==> src/rtl/sap1_pkg.sv <==
// Shared definitions for the SAP-1 output display.
// Holds the 4-bit digit codes, the active-low 7-segment patterns, the
// conversion FSM state type, and helpers for the double-dabble datapath.
// Segment patterns are ordered {g,f,e,d,c,b,a}, and a 0 lights a segment.
package sap1_pkg;

  // Digit codes. Codes 0-9 are plain BCD. Two extra codes give a blank digit and a minus.
  localparam logic [3:0] DIG_ZERO  = 4'h0;
  localparam logic [3:0] DIG_BLANK = 4'hA;
  localparam logic [3:0] DIG_MINUS = 4'hB;

  // Active-low segment patterns {g,f,e,d,c,b,a}.
  localparam logic [6:0] SEG_0     = 7'b1000000;
  localparam logic [6:0] SEG_1     = 7'b1111001;
  localparam logic [6:0] SEG_2     = 7'b0100100;
  localparam logic [6:0] SEG_3     = 7'b0110000;
  localparam logic [6:0] SEG_4     = 7'b0011001;
  localparam logic [6:0] SEG_5     = 7'b0010010;
  localparam logic [6:0] SEG_6     = 7'b0000010;
  localparam logic [6:0] SEG_7     = 7'b1111000;
  localparam logic [6:0] SEG_8     = 7'b0000000;
  localparam logic [6:0] SEG_9     = 7'b0010000;
  localparam logic [6:0] SEG_BLANK = 7'b1111111;
  localparam logic [6:0] SEG_MINUS = 7'b0111111;

  typedef enum logic [1:0] {
    IDLE  = 2'd0,
    SHIFT = 2'd1,
    LATCH = 2'd2
  } state_t;

  // One conversion request: the unsigned magnitude plus the sign to show.
  typedef struct packed {
    logic       neg;
    logic [7:0] mag;
  } conv_req_t;

  // Builds a request from a raw output-register value.
  // A negative input has a magnitude of at most 128, so 8 bits hold it.
  function automatic conv_req_t make_req(input logic [7:0] value, input logic signed_mode);
    conv_req_t  req;
    logic [8:0] neg_mag;
    neg_mag = {1'b0, ~value} + 9'd1;
    req.neg = signed_mode && value[7];
    req.mag = req.neg ? neg_mag[7:0] : value;
    return req;
  endfunction

  // Double-dabble correction: add 3 to every BCD nibble that is 5 or more.
  // This runs before each left shift.
  function automatic logic [11:0] dd_adjust(input logic [11:0] bcd);
    logic [11:0] res;
    for (int i = 0; i < 3; i++) begin
      res[4*i +: 4] = (bcd[4*i +: 4] >= 4'd5) ? bcd[4*i +: 4] + 4'd3 : bcd[4*i +: 4];
    end
    return res;
  endfunction

endpackage

==> src/rtl/seg_decoder.sv <==
// Combinational decoder from a 4-bit digit code to active-low segments.
// Ports:
//   i_digit  in  4  digit code: 0-9, DIG_BLANK or DIG_MINUS
//   o_seg    out 7  segments {g,f,e,d,c,b,a}, active-low
// Codes C-F are not used, so they decode to blank.
module seg_decoder
  import sap1_pkg::*;
(
  input  logic [3:0] i_digit,
  output logic [6:0] o_seg
);

  always_comb begin
    // NOTE: give every always_comb output a default before the case.
    // Without it, any path that misses an assignment infers a latch.
    o_seg = SEG_BLANK;
    case (i_digit)
      4'd0:      o_seg = SEG_0;
      4'd1:      o_seg = SEG_1;
      4'd2:      o_seg = SEG_2;
      4'd3:      o_seg = SEG_3;
      4'd4:      o_seg = SEG_4;
      4'd5:      o_seg = SEG_5;
      4'd6:      o_seg = SEG_6;
      4'd7:      o_seg = SEG_7;
      4'd8:      o_seg = SEG_8;
      4'd9:      o_seg = SEG_9;
      DIG_MINUS: o_seg = SEG_MINUS;
      default:   o_seg = SEG_BLANK;
    endcase
  end

endmodule

==> src/rtl/out_display.sv <==
// Decimal display for the SAP-1 output register.
// A sequential double-dabble engine converts each loaded value to BCD.
// The result drives a time-multiplexed 4-digit common-anode 7-segment display,
// laid out as [sign][hundreds][tens][ones].
// Ports:
//   clk_i    in  1  system clock
//   rstn_i   in  1  asynchronous reset, active-low
//   value_i  in  8  output-register value
//   ld_i     in  1  output register loaded; request a conversion
//   busy_o   out 1  conversion in progress
//   seg_o    out 7  segments {g,f,e,d,c,b,a}, active-low
//   an_o     out 4  digit enables, active-low one-hot; an_o[0] is the ones digit
//   dp_o     out 1  decimal point, active-low, always off
module out_display #(
  parameter int REFRESH_DIV = 50000,
  parameter bit SIGNED_MODE = 1'b0
) (
  input  logic       clk_i,
  input  logic       rstn_i,
  input  logic [7:0] value_i,
  input  logic       ld_i,
  output logic       busy_o,
  output logic [6:0] seg_o,
  output logic [3:0] an_o,
  output logic       dp_o
);
  import sap1_pkg::*;

  localparam int              CNT_W   = (REFRESH_DIV > 2) ? $clog2(REFRESH_DIV) : 1;
  localparam logic [CNT_W-1:0] CNT_MAX = CNT_W'(REFRESH_DIV - 1);

  // Conversion engine state
  state_t      r_state;
  logic        r_busy;
  logic [7:0]  r_bin;
  logic [11:0] r_bcd;
  logic [2:0]  r_shift_cnt;
  logic        r_neg;
  conv_req_t   r_pend;
  logic        r_pending;
  logic [3:0]  r_digit [4];

  // Scan state
  logic [CNT_W-1:0] r_refresh_cnt;
  logic [1:0]       r_scan_idx;
  logic [3:0]       r_an;
  logic [6:0]       r_seg;

  conv_req_t   w_req_in;
  conv_req_t   w_start_req;
  logic [11:0] w_bcd_adj;
  logic [3:0]  w_digit_next [4];
  logic [6:0]  w_seg_dec;

  assign w_req_in  = make_req(value_i, SIGNED_MODE);
  assign w_bcd_adj = dd_adjust(r_bcd);

  // A conversion takes a fresh ld_i only from IDLE.
  // Every other start (IDLE with pending, or the LATCH re-arm) uses the pending request.
  assign w_start_req = (r_state == IDLE && ld_i) ? w_req_in : r_pend;

  // Leading-zero blanking. Tens stays visible when hundreds is non-zero.
  always_comb begin
    w_digit_next[0] = r_bcd[3:0];
    w_digit_next[1] = (r_bcd[11:8] == 4'd0 && r_bcd[7:4] == 4'd0) ? DIG_BLANK : r_bcd[7:4];
    w_digit_next[2] = (r_bcd[11:8] == 4'd0) ? DIG_BLANK : r_bcd[11:8];
    w_digit_next[3] = r_neg ? DIG_MINUS : DIG_BLANK;
  end

  // NOTE: all sequential state uses non-blocking assignments.
  // Each register then updates from values sampled at the same edge,
  // whatever order the statements appear in.
  always_ff @(posedge clk_i or negedge rstn_i) begin
    if (!rstn_i) begin
      r_state     <= IDLE;
      r_busy      <= 1'b0;
      r_bin       <= '0;
      r_bcd       <= '0;
      r_shift_cnt <= '0;
      r_neg       <= 1'b0;
      r_pend      <= '0;
      r_pending   <= 1'b0;
      r_digit[0]  <= DIG_ZERO;
      r_digit[1]  <= DIG_BLANK;
      r_digit[2]  <= DIG_BLANK;
      r_digit[3]  <= DIG_BLANK;
    end else begin
      case (r_state)
        IDLE: begin
          if (ld_i || r_pending) begin
            r_state     <= SHIFT;
            r_busy      <= 1'b1;
            r_bin       <= w_start_req.mag;
            r_neg       <= w_start_req.neg;
            r_bcd       <= '0;
            r_shift_cnt <= '0;
            r_pending   <= 1'b0;
          end
        end
        SHIFT: begin
          {r_bcd, r_bin} <= {w_bcd_adj[10:0], r_bin, 1'b0};
          r_shift_cnt    <= r_shift_cnt + 3'd1;
          if (r_shift_cnt == 3'd7) r_state <= LATCH;
        end
        LATCH: begin
          r_digit <= w_digit_next;
          if (r_pending) begin
            r_state     <= SHIFT;
            r_bin       <= w_start_req.mag;
            r_neg       <= w_start_req.neg;
            r_bcd       <= '0;
            r_shift_cnt <= '0;
            r_pending   <= 1'b0;
          end else begin
            r_state <= IDLE;
            r_busy  <= 1'b0;
          end
        end
        default: begin
          r_state <= IDLE;
          r_busy  <= 1'b0;
        end
      endcase

      // A request while busy is parked, and the last one wins.
      // This comes after the case so it overrides the pending clear in a LATCH re-arm.
      if (ld_i && r_state != IDLE) begin
        r_pend    <= w_req_in;
        r_pending <= 1'b1;
      end
    end
  end

  seg_decoder u_seg_decoder (
    .i_digit (r_digit[r_scan_idx]),
    .o_seg   (w_seg_dec)
  );

  // The scan free-runs, independent of the conversion FSM.
  always_ff @(posedge clk_i or negedge rstn_i) begin
    if (!rstn_i) begin
      r_refresh_cnt <= '0;
      r_scan_idx    <= 2'd0;
      r_an          <= 4'b1110;
      r_seg         <= SEG_0;
    end else begin
      if (r_refresh_cnt == CNT_MAX) begin
        r_refresh_cnt <= '0;
        r_scan_idx    <= r_scan_idx + 2'd1;
      end else begin
        r_refresh_cnt <= r_refresh_cnt + 1'b1;
      end
      r_an  <= ~(4'b0001 << r_scan_idx);
      r_seg <= w_seg_dec;
    end
  end

  assign busy_o = r_busy;
  assign seg_o  = r_seg;
  assign an_o   = r_an;
  assign dp_o   = 1'b1;

endmodule

==> config.mk <==
export PLATFORM = sky130hd
export DESIGN_NAME = out_display
export DESIGN_NICKNAME = d
export VERILOG_FILES = /design/src/rtl/sap1_pkg.sv /design/src/rtl/seg_decoder.sv /design/src/rtl/out_display.sv
export SDC_FILE = /design/constraint.sdc
export NUM_CORES = 1
export LEC_CHECK = 0
export ABC_AREA = 0
export CORE_MARGIN = 1.5
export CORE_UTILIZATION = 32
export CTS_CLUSTER_DIAMETER = 60
export DETAILED_ROUTE_END_ITERATION = 12
export PLACE_DENSITY = 0.58
export SYNTH_ARGS = -nofsm -noshare
export SYNTH_HDL_FRONTEND = slang
export SYNTH_HIERARCHICAL = 1
export SYNTH_SLANG_ARGS = --single-unit
export TNS_END_PERCENT = 20
==> constraint.sdc <==
create_clock -name clk_i -period 2.35 [get_ports clk_i]
set_input_delay 0.3525 -clock clk_i [delete_from_list [all_inputs] [get_ports clk_i]]
set_output_delay 0.3525 -clock clk_i [all_outputs]
set_load 0.02 [all_outputs]
Word-level counts from Yosys, hierarchy flattened. Memory sizes are Yosys's and may differ from the RTL's. A register that Yosys moved wholly into a read port is not among the register bits. Index checks and enable logic that the tools add are counted.

$add $sub $neg: 6. Shifts and indexed selects: 1. Eq/ne operators: 9. $lt $le $gt $ge: 4. Bitwise logic cells: 3. Reductions and logical operators: 17. Mux-type cells: 33.

Operators with widths (count): 12-bit one-hot mux with 3 select lines (1); 12-bit 2-to-1 mux (2); 4-bit 2-to-1 mux (6); 8-bit 2-to-1 mux (3); 8-bit one-hot mux with 3 select lines (1); 16-bit by 1-bit adder with 16-bit output, second input constant (1); 16-bit == test, second input constant (1); 16-bit 2-to-1 mux (1); 4-bit by 3-bit >= comparator with 1-bit output, second input constant (3); 3-bit 2-to-1 mux (3); 3-bit one-hot mux with 3 select lines (1); 3-bit AND reduction (3); 4-bit by 2-bit adder with 4-bit output, second input constant (2); 4-bit binary-select mux with 2-bit select (1); 4-bit logical NOT (2); 1-bit 2-to-1 mux (8); 2-bit != test, second input constant (3); 2-bit one-hot mux with 3 select lines (1); 3-bit nonzero test (2); 2-bit 2-to-1 mux (2); 4-bit NOT (1); 1-bit one-hot mux with 2 select lines (2); 2-bit AND reduction (2); 2-bit nonzero test (2); other kinds (17) (19).

Bits in read-only memories: 112. Memories: 1. Register bits after elaboration: 74. Logic and storage cells: 89.

Memory list: (name not given) (words 16, bits a word 7, rd ports 1, clocked after Yosys merged registers in 1, write ports 0, line seg_decoder.sv:17) `case (i_digit)`.

Longest topological paths before layout. Gate-level depths: netlist of run 1.

Depth in word-level cells: 5. Depth in mapped cells: 9. Mapped depth without buffers: 9.

Cells and area by module. Netlist of run 1, hierarchy kept.

By module, submodules not included: out_display (area each 3528.4 um2, instances 1, sequential area each 1911.8 um2, cells each 328); seg_decoder (area each 209.0 um2, instances 1, sequential area each 0.0 um2, cells each 33).

Worst setup path after synthesis of run 1. Ideal clock, no wire load.

Path type: register to register. From: register r_scan_idx[1]. To: register r_seg[0], in the netlist seg_o[0]. Cell stages (with the launch flop): 9. Path buffers: 1. Arrival: 1883 ps. Period minus slack after synthesis: 2003 ps. Data required time: 2230 ps. Setup slack: 347 ps. Cells stage by stage: dfrtp_1 > clkbuf_1 > nor2_1 > a22oi_1 > inv_1 > ha_1 > or2_1 > a21oi_2 > nor2_1.

Word-level cells in the longest chain between the ends: 4.

Ends and longest elaborated chain: start: declaration (line out_display.sv:45) `logic [1:0] r_scan_idx;`; start signal: assignment (line out_display.sv:149) `r_scan_idx <= r_scan_idx + 2'd1;`; 2-bit NOT with 3-bit output (implied by the code) (line out_display.sv:135) `.i_digit (r_digit[r_scan_idx]),`; 4-bit binary-select mux with 2-bit select (line out_display.sv:135); 4-bit 2-to-1 mux (implied by the code) (2 in a row) (line out_display.sv:135); end: declaration (line out_display.sv:47) `logic [6:0] r_seg;`.

Every way passes these cells. The select of a mux whose other input is x is not followed. A chain may end at the register's enable or synchronous reset.

Final worst setup path of run 1.
From: register r_scan_idx[0]. To: register r_seg[4], in the netlist seg_o[4].

Same word-level chain as after synthesis.

==> results of run 1 <==
worst max-delay path: stages, from the launching register on:
cell                      delay [ns]
sky130_fd_sc_hd__dfrtp_1        0.41
sky130_fd_sc_hd__inv_1          0.14
sky130_fd_sc_hd__nor2_1         0.25
sky130_fd_sc_hd__nand2_1        0.08
sky130_fd_sc_hd__o21ai_0        0.20
sky130_fd_sc_hd__inv_1          0.19
sky130_fd_sc_hd__ha_1           0.25
sky130_fd_sc_hd__nand2_1        0.06
sky130_fd_sc_hd__o21ai_0        0.07
sky130_fd_sc_hd__a22oi_1        0.17
cell usage in the layout, fill, tap and decap left out, types with 9 or more instances in the layout:
master,synthesis,routed
sky130_fd_sc_hd__dfrtp_1,68,68
sky130_fd_sc_hd__nor2_1,27,27
sky130_fd_sc_hd__a21oi_1,16,16
sky130_fd_sc_hd__clkbuf_16,0,9
sky130_fd_sc_hd__inv_1,29,29
sky130_fd_sc_hd__buf_4,2,10
sky130_fd_sc_hd__nand3_1,16,16
sky130_fd_sc_hd__ha_1,20,20
sky130_fd_sc_hd__o21ai_0,26,26
sky130_fd_sc_hd__clkdlybuf4s50_1,0,21
sky130_fd_sc_hd__xnor2_1,11,11
sky130_fd_sc_hd__nand2_1,34,34
sequential cells by signal (all words and copies together) (netlist names):
name	count
r_scan_idx	2
an_o	4
seg_o	7
r_refresh_cnt	16
r_pend	8
r_bcd	12
r_shift_cnt	3
busy_o	1
r_digit	12
r_state	2
r_bin	8
r_pending	1
worst min path at each step:
stage	end	cells past startpoint	slack, ns
floorplan	an_o[0]	0	0.06
global route	r_pend[1]	2	0.05
finish	r_pend[0]	2	0.02
CTS	r_pend[1]	2	0.05
detailed placement	r_pend[1]	2	0.41
global placement	r_pend[0]	2	0.40
power groups by stage:
stage	combinational, mW	sequential [mW]	clock, mW
final	1.67	1.97	1.39
after global routing	1.92	2.03	1.48
after CTS	1.70	1.97	1.43
after detailed placement	1.69	1.99	0
after global placement	1.63	1.98	0
after floorplan	1.22	1.96	0
kinds of logic after synthesis:
group | Yosys count | share of synthesized area
simple gates | 116 | 0.156
xor+xnor | 19 | 0.0445
flops | 76 | 0.512
mux | 16 | 0.0459
buf+inv | 43 | 0.0509
other cells | 1 | 0.00100
fa+ha+maj | 20 | 0.0670
compound gates | 70 | 0.123
metal layers:
layer | track usage | share of wire | vias to the layer above
met5 | 0 | 0 | -
met4 | 0.0506 | 0.021 | 0
met3 | 0.0361 | 0.041 | 13
met2 | 0.196 | 0.47 | 51
met1 | 0.148 | 0.47 | 1262
li1 | - | - | 1294
area by class of cell:
cell class | instances | area, um^2 | share of cell area
inverter | 30 | 113 | 0.0253
sequential | 76 | 1910 | 0.430
multi-input combinational | 242 | 1640 | 0.368
clock inverter | 5 | 50.0 | 0.0113
tap | 143 | 179 | 0.0402
timing repair buffer | 32 | 305 | 0.0687
clock buffer | 11 | 253 | 0.0568
through the flow:
step	setup WS [ns]	utilization
after floorplan	0.347	-
after global placement	0.531	0.363
after detailed placement	0.432	0.363
after CTS	0.425	0.389
after global routing	0.170	0.389
final	0.435	0.389
==> flow_summary.html, run 1 <==
<table>
<tr><th>Metric</th><th>Value</th></tr>
<tr><th colspan="2">Global routing</th></tr>
<tr><td>Global route total overflow</td><td>0</td></tr>
<tr><td>Number of antenna violations at the first check in global routing</td><td>0</td></tr>
<tr><td>Vias in the first global route</td><td>about 2600</td></tr>
<tr><td>Wire length of the first global-routing pass</td><td>around 12000 um</td></tr>
<tr><td>Aggregate global-route resource usage</td><td>0.120</td></tr>
<tr><td>Largest net degree at the start of global routing</td><td>77</td></tr>
<tr><th colspan="2">Setup path</th></tr>
<tr><td>Top fanout value on the critical path</td><td>6</td></tr>
<tr><td>End point of the critical path</td><td>seg_o[4]</td></tr>
<tr><td>Crit path kind</td><td>register to register</td></tr>
<tr><td>Reg-to-reg setup timing slack</td><td>~0.43 ns</td></tr>
<tr><td>Launch point of the worst reg-to-reg path</td><td>r_scan_idx[0]</td></tr>
<tr><td>Worst reg2reg endpoint</td><td>seg_o[4]</td></tr>
<tr><td>Required time worst endpoint</td><td>~2.6 ns</td></tr>
<tr><td>Setup crit start kind</td><td>register</td></tr>
<tr><td>CP Data Arrival Time</td><td>between 2 and 2.5 ns</td></tr>
<tr><td>Kind of capture point of the worst setup path</td><td>register</td></tr>
<tr><td>Logic depth of the worst register-to-register path</td><td>9</td></tr>
<tr><td>Critical Path Start</td><td>r_scan_idx[0]</td></tr>
<tr><th colspan="2">Routing</th></tr>
<tr><td>Total wirelength of the detailed-routed design</td><td>between 6000 and 7000 um</td></tr>
<tr><td>Length of the first detailed-routing pass in iterations</td><td>4</td></tr>
<tr><td>Final routed wire length divided by cell count</td><td>12.7 um</td></tr>
<tr><td>Remaining antenna violation count after routing</td><td>0</td></tr>
<tr><td>Average vias per placed instance</td><td>a little under 5</td></tr>
<tr><td>Starting DRC count in detailed routing</td><td>61</td></tr>
<tr><td>Total number of vias</td><td>roughly 2600</td></tr>
<tr><td>Remaining design rule violation count</td><td>0</td></tr>
<tr><th colspan="2">Yosys</th></tr>
<tr><td>Share of flip-flops with an asynchronous set or reset after synthesis</td><td>1.00</td></tr>
<tr><td>Avg Inst Size Synth</td><td>10.4 um^2</td></tr>
<tr><td>Area share of the largest cell type after synthesis</td><td>0.455</td></tr>
<tr><td>Predominant post-synthesis flop cell</td><td>sky130_fd_sc_hd__dfrtp_1</td></tr>
<tr><td>Top cell type by total area after synthesis</td><td>sky130_fd_sc_hd__dfrtp_1</td></tr>
<tr><td>List of most frequent post-synthesis cells</td><td>68 x sky130_fd_sc_hd__dfrtp_1, 34 x sky130_fd_sc_hd__nand2_1, 29 x sky130_fd_sc_hd__inv_1</td></tr>
<tr><td>Post-Syn Nets</td><td>392</td></tr>
<tr><td>Total number of yosys warnings</td><td>6</td></tr>
<tr><td>Unique masters post-synth</td><td>45</td></tr>
<tr><td>Post-synthesis register bit count</td><td>76</td></tr>
<tr><td>Count of flip-flops with a built-in enable after synthesis</td><td>0</td></tr>
<tr><td>Most instantiated library cell after synthesis</td><td>sky130_fd_sc_hd__dfrtp_1</td></tr>
<tr><td>Sequential cell area fraction in the yosys report</td><td>0.512</td></tr>
<tr><td>Post-Syn Area</td><td>3740 um^2</td></tr>
<tr><td>Number of instances in the synthesized netlist</td><td>roughly 360</td></tr>
<tr><td>Top post-synthesis cells by area</td><td>sky130_fd_sc_hd__dfrtp_1 46%, sky130_fd_sc_hd__ha_1 6.7%, sky130_fd_sc_hd__dfstp_2 5.6%, sky130_fd_sc_hd__o21ai_0 3.5%, sky130_fd_sc_hd__nand2_1 3.4%</td></tr>
<tr><th colspan="2">STA</th></tr>
<tr><td>Tightest slew margin relative to the limit</td><td>0.637</td></tr>
<tr><td>Setup skew after layout</td><td>slightly above 0.004 ns</td></tr>
<tr><td>Worst hold margin</td><td>around 0.023 ns</td></tr>
<tr><td>Min cycle time layout</td><td>roughly 1.9 ns</td></tr>
<tr><td>Max-slew violation count</td><td>0</td></tr>
<tr><td>Setup total negative slack</td><td>0 ns</td></tr>
<tr><td>Peak Freq</td><td>around 0.52 GHz</td></tr>
<tr><td>Share of the clock period used by the worst path</td><td>0.815</td></tr>
<tr><td>Number of failing setup endpoints in the final timing report</td><td>0</td></tr>
<tr><td>Unrepaired setup endpoints after global routing</td><td>false</td></tr>
<tr><td>Worst-Margin Slew</td><td>~0.54 ns</td></tr>
<tr><td>Number of hold violations in the final report</td><td>0</td></tr>
<tr><th colspan="2">Power</th></tr>
<tr><td>Internal power consumption</td><td>3.36 mW</td></tr>
<tr><td>Clock group share of total power</td><td>0.276</td></tr>
<tr><td>Ratio of total power to cell area</td><td>around 1100 nW/um^2</td></tr>
<tr><td>Final total power</td><td>around 5.0 mW</td></tr>
<tr><td>Sequential fraction of design power</td><td>0.392</td></tr>
<tr><td>Logic gate share of total power</td><td>0.332</td></tr>
<tr><td>Leakage power summed over all cells</td><td>2.03 nW</td></tr>
<tr><td>Proportion of total power due to net switching</td><td>0.332</td></tr>
<tr><td>Peak supply drop</td><td>slightly below 0.0006 V</td></tr>
<tr><td>NetSw</td><td>approximately 1.7 mW</td></tr>
<tr><th colspan="2">Clock tree</th></tr>
<tr><td>Clock transition at the register clock pins on the worst setup and hold paths after CTS</td><td>about 0.06 ns</td></tr>
<tr><td>Max H-tree Level</td><td>3</td></tr>
<tr><td>Total CTS buffers</td><td>9</td></tr>
<tr><td>Clock tree from TritonCTS</td><td>built</td></tr>
<tr><td>Quantity of gates resized following cts</td><td>0</td></tr>
<tr><td>Total number of clock tree sinks</td><td>between 70 and 80</td></tr>
<tr><td>Clk Latency, worst-skew pair</td><td>0.33 ns</td></tr>
<tr><td>Maximum clock path buffer count</td><td>2</td></tr>
<tr><td>Root Buffer</td><td>sky130_fd_sc_hd__clkbuf_16</td></tr>
<tr><td>Setup repair bufs after CTS</td><td>0</td></tr>
<tr><td>Total of hold buffers inserted after clock tree synthesis</td><td>0</td></tr>
<tr><th colspan="2">Floorplanning</th></tr>
<tr><td>Standard cell core area</td><td>~11000 um^2</td></tr>
<tr><td>Number of top-level design ports</td><td>24</td></tr>
<tr><td>Initial core utilization</td><td>0.327</td></tr>
<tr><td>Die Footprint</td><td>around 12000 um^2</td></tr>
<tr><td>Die width</td><td>roughly 110 um</td></tr>
<tr><td>Vertical extent of the die</td><td>approximately 110 um</td></tr>
<tr><td># rows</td><td>39</td></tr>
<tr><th colspan="2">Placement</th></tr>
<tr><td>Post-Place Cell Area</td><td>just over 4000 um^2</td></tr>
<tr><td>Placed cell count</td><td>between 500 and 600</td></tr>
<tr><td>HPWL after DPL</td><td>around 4700 um</td></tr>
<tr><td>Total of buffers placed on input and output ports</td><td>22</td></tr>
<tr><td>Routability congestion estimate from global placement</td><td>about 0.76</td></tr>
<tr><th colspan="2">Cells and area</th></tr>
<tr><td>Filler-free cell count of the finished design</td><td>approximately 540</td></tr>
<tr><td>Growth of design area from synthesis to finish</td><td>19.0%</td></tr>
<tr><td>Final instance area</td><td>roughly 4400 um^2</td></tr>
<tr><td>Layout fillers</td><td>around 1200</td></tr>
<tr><td>Fraction of final layout cells sized beyond drive strength 1</td><td>0.139</td></tr>
<tr><td>Nets</td><td>approximately 420</td></tr>
<tr><td>Diodes inserted</td><td>0</td></tr>
<tr><th colspan="2">Hold path</th></tr>
<tr><td>Class of the tightest hold or removal check</td><td>input port to async pin</td></tr>
<tr><th colspan="2">Run status</th></tr>
<tr><td>Status</td><td>complete, no violations</td></tr>
<tr><th colspan="2">Job</th></tr>
<tr><td>Max-capacitance violation count</td><td>0</td></tr>
</table>
(Power assumes the default switching activity.)
==> run 2: changes to the inputs <==
clock period = 1.95 ns   (was 2.35 ns; I/O delays follow)
==> run 2 against run 1 <==
Compared with the run above:
- critical endpoint is now seg_o[0]
- sequential cell count unchanged
- power rose by 21%
- clock power grew 22%
- largest power group unchanged
- largest cell class unchanged
- clock skew up 0.0036 ns
==> flow_summary.html, run 2 (synthesis results as in run 1) <==
<table>
<tr><th>Metric</th><th>Value</th></tr>
<tr><th colspan="2">Clock tree</th></tr>
<tr><td>Setup repair bufs after CTS</td><td>0</td></tr>
<tr><td>Max H-tree Level</td><td>3</td></tr>
<tr><td>Maximum clock path buffer count</td><td>2</td></tr>
<tr><td>Total CTS buffers</td><td>9</td></tr>
<tr><td>Clock tree from TritonCTS</td><td>built</td></tr>
<tr><td>Root Buffer</td><td>sky130_fd_sc_hd__clkbuf_16</td></tr>
<tr><td>Total number of clock tree sinks</td><td>76</td></tr>
<tr><td>Clk Latency, worst-skew pair</td><td>0.33 ns</td></tr>
<tr><td>Clock transition at the register clock pins on the worst setup and hold paths after CTS</td><td>approximately 0.06 ns</td></tr>
<tr><th colspan="2">Routing</th></tr>
<tr><td>Final routed wire length divided by cell count</td><td>between 10 and 15 um</td></tr>
<tr><td>Remaining antenna violation count after routing</td><td>0</td></tr>
<tr><td>Starting DRC count in detailed routing</td><td>between 80 and 90</td></tr>
<tr><td>Remaining design rule violation count</td><td>0</td></tr>
<tr><td>Total wirelength of the detailed-routed design</td><td>6590 um</td></tr>
<tr><td>Total number of vias</td><td>~2600</td></tr>
<tr><td>Length of the first detailed-routing pass in iterations</td><td>4</td></tr>
<tr><td>Average vias per placed instance</td><td>4.80</td></tr>
<tr><th colspan="2">Setup path</th></tr>
<tr><td>CP Data Arrival Time</td><td>slightly below 2 ns</td></tr>
<tr><td>Setup crit start kind</td><td>register</td></tr>
<tr><td>Largest incremental delay on the critical path</td><td>0.46 ns</td></tr>
<tr><td>Critical path depth in cells</td><td>8</td></tr>
<tr><td>Launch point of the worst reg-to-reg path</td><td>r_scan_idx[1]</td></tr>
<tr><td>Required time worst endpoint</td><td>2.17 ns</td></tr>
<tr><td>Crit path kind</td><td>register to register</td></tr>
<tr><td>Reg-to-reg setup timing slack</td><td>0.21 ns</td></tr>
<tr><td>Kind of capture point of the worst setup path</td><td>register</td></tr>
<tr><td>Top fanout value on the critical path</td><td>7</td></tr>
<tr><td>Standard cell with the maximum stage delay on the critical path</td><td>sky130_fd_sc_hd__dfrtp_1</td></tr>
<tr><td>Buf/Inv on CP</td><td>2</td></tr>
<tr><td>Logic depth of the worst register-to-register path</td><td>8</td></tr>
<tr><td>Critical-path cell list</td><td>buf_4 &gt; mux2i_1 &gt; a22oi_2 &gt; inv_1 &gt; ha_1 &gt; or2_1 &gt; a21oi_2 &gt; nor2_1</td></tr>
<tr><td>Worst reg2reg endpoint</td><td>seg_o[0]</td></tr>
<tr><td>Largest delay contributor family on the critical path</td><td>flip-flops</td></tr>
<tr><th colspan="2">Global routing</th></tr>
<tr><td>Vias in the first global route</td><td>2556</td></tr>
<tr><td>Number of antenna violations at the first check in global routing</td><td>0</td></tr>
<tr><td>Global route total overflow</td><td>0</td></tr>
<tr><td>Largest net degree at the start of global routing</td><td>42</td></tr>
<tr><td>Aggregate global-route resource usage</td><td>0.116</td></tr>
<tr><td>Wire length of the first global-routing pass</td><td>11800 um</td></tr>
<tr><th colspan="2">Floorplanning</th></tr>
<tr><td>Die Footprint</td><td>12300 um^2</td></tr>
<tr><td>Initial core utilization</td><td>0.327</td></tr>
<tr><td>Standard cell core area</td><td>11400 um^2</td></tr>
<tr><td>Number of top-level design ports</td><td>24</td></tr>
<tr><td>Vertical extent of the die</td><td>111 um</td></tr>
<tr><td>Die width</td><td>111 um</td></tr>
<tr><td># rows</td><td>39</td></tr>
<tr><th colspan="2">Power</th></tr>
<tr><td>Peak supply drop</td><td>between 0.0008 and 0.0009 V</td></tr>
<tr><td>Proportion of total power due to net switching</td><td>0.324</td></tr>
<tr><td>Sequential fraction of design power</td><td>0.394</td></tr>
<tr><td>Internal power consumption</td><td>about 4 mW</td></tr>
<tr><td>Logic gate share of total power</td><td>0.325</td></tr>
<tr><td>Leakage power summed over all cells</td><td>approximately 2.1 nW</td></tr>
<tr><td>Ratio of total power to cell area</td><td>~1400 nW/um^2</td></tr>
<tr><td>NetSw</td><td>~2.0 mW</td></tr>
<tr><td>Clock group share of total power</td><td>0.280</td></tr>
<tr><th colspan="2">Cells and area</th></tr>
<tr><td>Most frequent cells in the layout</td><td>68 x sky130_fd_sc_hd__dfrtp_1, 34 x sky130_fd_sc_hd__nand2_1, 29 x sky130_fd_sc_hd__inv_1, 26 x sky130_fd_sc_hd__nor2_1, 25 x sky130_fd_sc_hd__o21ai_0</td></tr>
<tr><td>Max FFs per register</td><td>16</td></tr>
<tr><td>Fraction of final layout cells sized beyond drive strength 1</td><td>0.148</td></tr>
<tr><td>Filler-free cell count of the finished design</td><td>~540</td></tr>
<tr><td>Diodes inserted</td><td>0</td></tr>
<tr><td>Final instance area</td><td>~4500 um^2</td></tr>
<tr><td>Growth of design area from synthesis to finish</td><td>20.4%</td></tr>
<tr><td>Leading cell type in the layout, fill and taps excluded</td><td>sky130_fd_sc_hd__dfrtp_1</td></tr>
<tr><td>Layout fillers</td><td>approximately 1200</td></tr>
<tr><td>Largest reg by FF count</td><td>r_refresh_cnt</td></tr>
<tr><td>Flip-flop and latch area</td><td>roughly 1900 um^2</td></tr>
<tr><td>Largest registers</td><td>r_refresh_cnt x16, r_bcd x12, r_digit x12</td></tr>
<tr><td>Final core utilization</td><td>0.394</td></tr>
<tr><td>Nets</td><td>between 400 and 500</td></tr>
<tr><td>Area occupied by multi-input gates</td><td>approximately 1600 um^2</td></tr>
<tr><th colspan="2">Placement</th></tr>
<tr><td>Placed cell count</td><td>approximately 530</td></tr>
<tr><td>Total of buffers placed on input and output ports</td><td>22</td></tr>
<tr><td>Post-Place Cell Area</td><td>~4200 um^2</td></tr>
<tr><td>HPWL after DPL</td><td>around 4700 um</td></tr>
<tr><td>Routability congestion estimate from global placement</td><td>0.796</td></tr>
<tr><th colspan="2">STA</th></tr>
<tr><td>Share of the clock period used by the worst path</td><td>0.892</td></tr>
<tr><td>Peak Freq</td><td>between 0.5 and 0.6 GHz</td></tr>
<tr><td>Setup skew after layout</td><td>around 0.0077 ns</td></tr>
<tr><td>Number of hold violations in the final report</td><td>0</td></tr>
<tr><td>Number of failing setup endpoints in the final timing report</td><td>0</td></tr>
<tr><td>Max-slew violation count</td><td>0</td></tr>
<tr><td>Unrepaired setup endpoints after global routing</td><td>false</td></tr>
<tr><td>Setup total negative slack</td><td>0 ns</td></tr>
<tr><td>Min cycle time layout</td><td>between 1.5 and 2 ns</td></tr>
<tr><th colspan="2">Job</th></tr>
<tr><td>Max-capacitance violation count</td><td>0</td></tr>
<tr><th colspan="2">Hold path</th></tr>
<tr><td>Class of the tightest hold or removal check</td><td>input port to async pin</td></tr>
<tr><th colspan="2">Run status</th></tr>
<tr><td>Status</td><td>complete, no violations</td></tr>
</table>
==> run 2: cell count changes in the layout (fill, tap and decap cells not counted) <==
cell	delta
sky130_fd_sc_hd__clkinv_2	-3
sky130_fd_sc_hd__clkbuf_1	+1
sky130_fd_sc_hd__clkbuf_8	+1
sky130_fd_sc_hd__nor2_1	-1
sky130_fd_sc_hd__inv_6	+1
sky130_fd_sc_hd__a22oi_2	+1
sky130_fd_sc_hd__o21ai_0	-1
sky130_fd_sc_hd__o21ai_1	+1
sky130_fd_sc_hd__a22oi_1	-1
sky130_fd_sc_hd__buf_4	+3
sky130_fd_sc_hd__nor2_2	+1
sky130_fd_sc_hd__dlygate4sd3_1	+1
==> run 2: power groups by stage <==
stage / registers (mW) / logic, mW / clock network, mW
after floorplan: 2.36 / 1.47 / 0
after global placement: 2.41 / 1.95 / 0
after detailed placement: 2.42 / 2.00 / 0
after CTS: 2.40 / 2.01 / 1.75
after global routing: 2.46 / 2.28 / 1.83
final: 2.40 / 1.98 / 1.70
==> run 2: final cells by class <==
cell class	instances	share of cell area
clock buffer	13	0.0601
clock inverter	3	0.00974
inverter	30	0.0250
multi-input combinational	242	0.365
sequential	76	0.425
tap	143	0.0398
timing repair buffer	36	0.0751
==> run 2: worst max-delay path by stage <==
stage               slack (ns)     startpoint  endpoint
floorplan                 0.06  r_scan_idx[1]  seg_o[0]
global placement          0.22  r_scan_idx[1]  seg_o[1]
detailed placement        0.17  r_scan_idx[0]  seg_o[4]
CTS                       0.16  r_scan_idx[1]  seg_o[4]
global route              0.04  r_scan_idx[1]  seg_o[0]
finish                    0.21  r_scan_idx[1]  seg_o[0]
==> run 2: what timing repair did <==
action	CTS	global route
hold endpoints to repair	33	0
gates resized for setup	0	2
setup endpoints to repair	0	4
hold buffers	1	0
==> run 2: routing by layer <==
| layer | track usage | vias to the layer above | share of wire |
|---|---|---|---|
| met2 | 0.191 | 41 | 0.47 |
| li1 | - | 1305 | - |
| met3 | 0.0317 | 9 | 0.035 |
| met5 | 0 | - | 0 |
| met1 | 0.151 | 1250 | 0.48 |
| met4 | 0.0329 | 0 | 0.012 |
==> run 2: stage by stage <==
| stage | setup slack, ns | hold slack (ns) | power [mW] |
|---|---|---|---|
| after global placement | 0.222 | 0.292 | 4.37 |
| after detailed placement | 0.169 | 0.295 | 4.42 |
| after floorplan | 0.0604 | -0.00309 | 3.83 |
| after CTS | 0.163 | 0.477 | 6.16 |
| final | 0.211 | 0.467 | 6.08 |
| after global routing | 0.0394 | 0.496 | 6.57 |
==> run 2: worst register-to-register path: stages, from the launching register on <==
cell                      delay [ns]
sky130_fd_sc_hd__dfrtp_1        0.46
sky130_fd_sc_hd__buf_4          0.19
sky130_fd_sc_hd__mux2i_1        0.13
sky130_fd_sc_hd__a22oi_2        0.14
sky130_fd_sc_hd__inv_1          0.11
sky130_fd_sc_hd__ha_1           0.18
sky130_fd_sc_hd__or2_1          0.21
sky130_fd_sc_hd__a21oi_2        0.15
sky130_fd_sc_hd__nor2_1         0.06
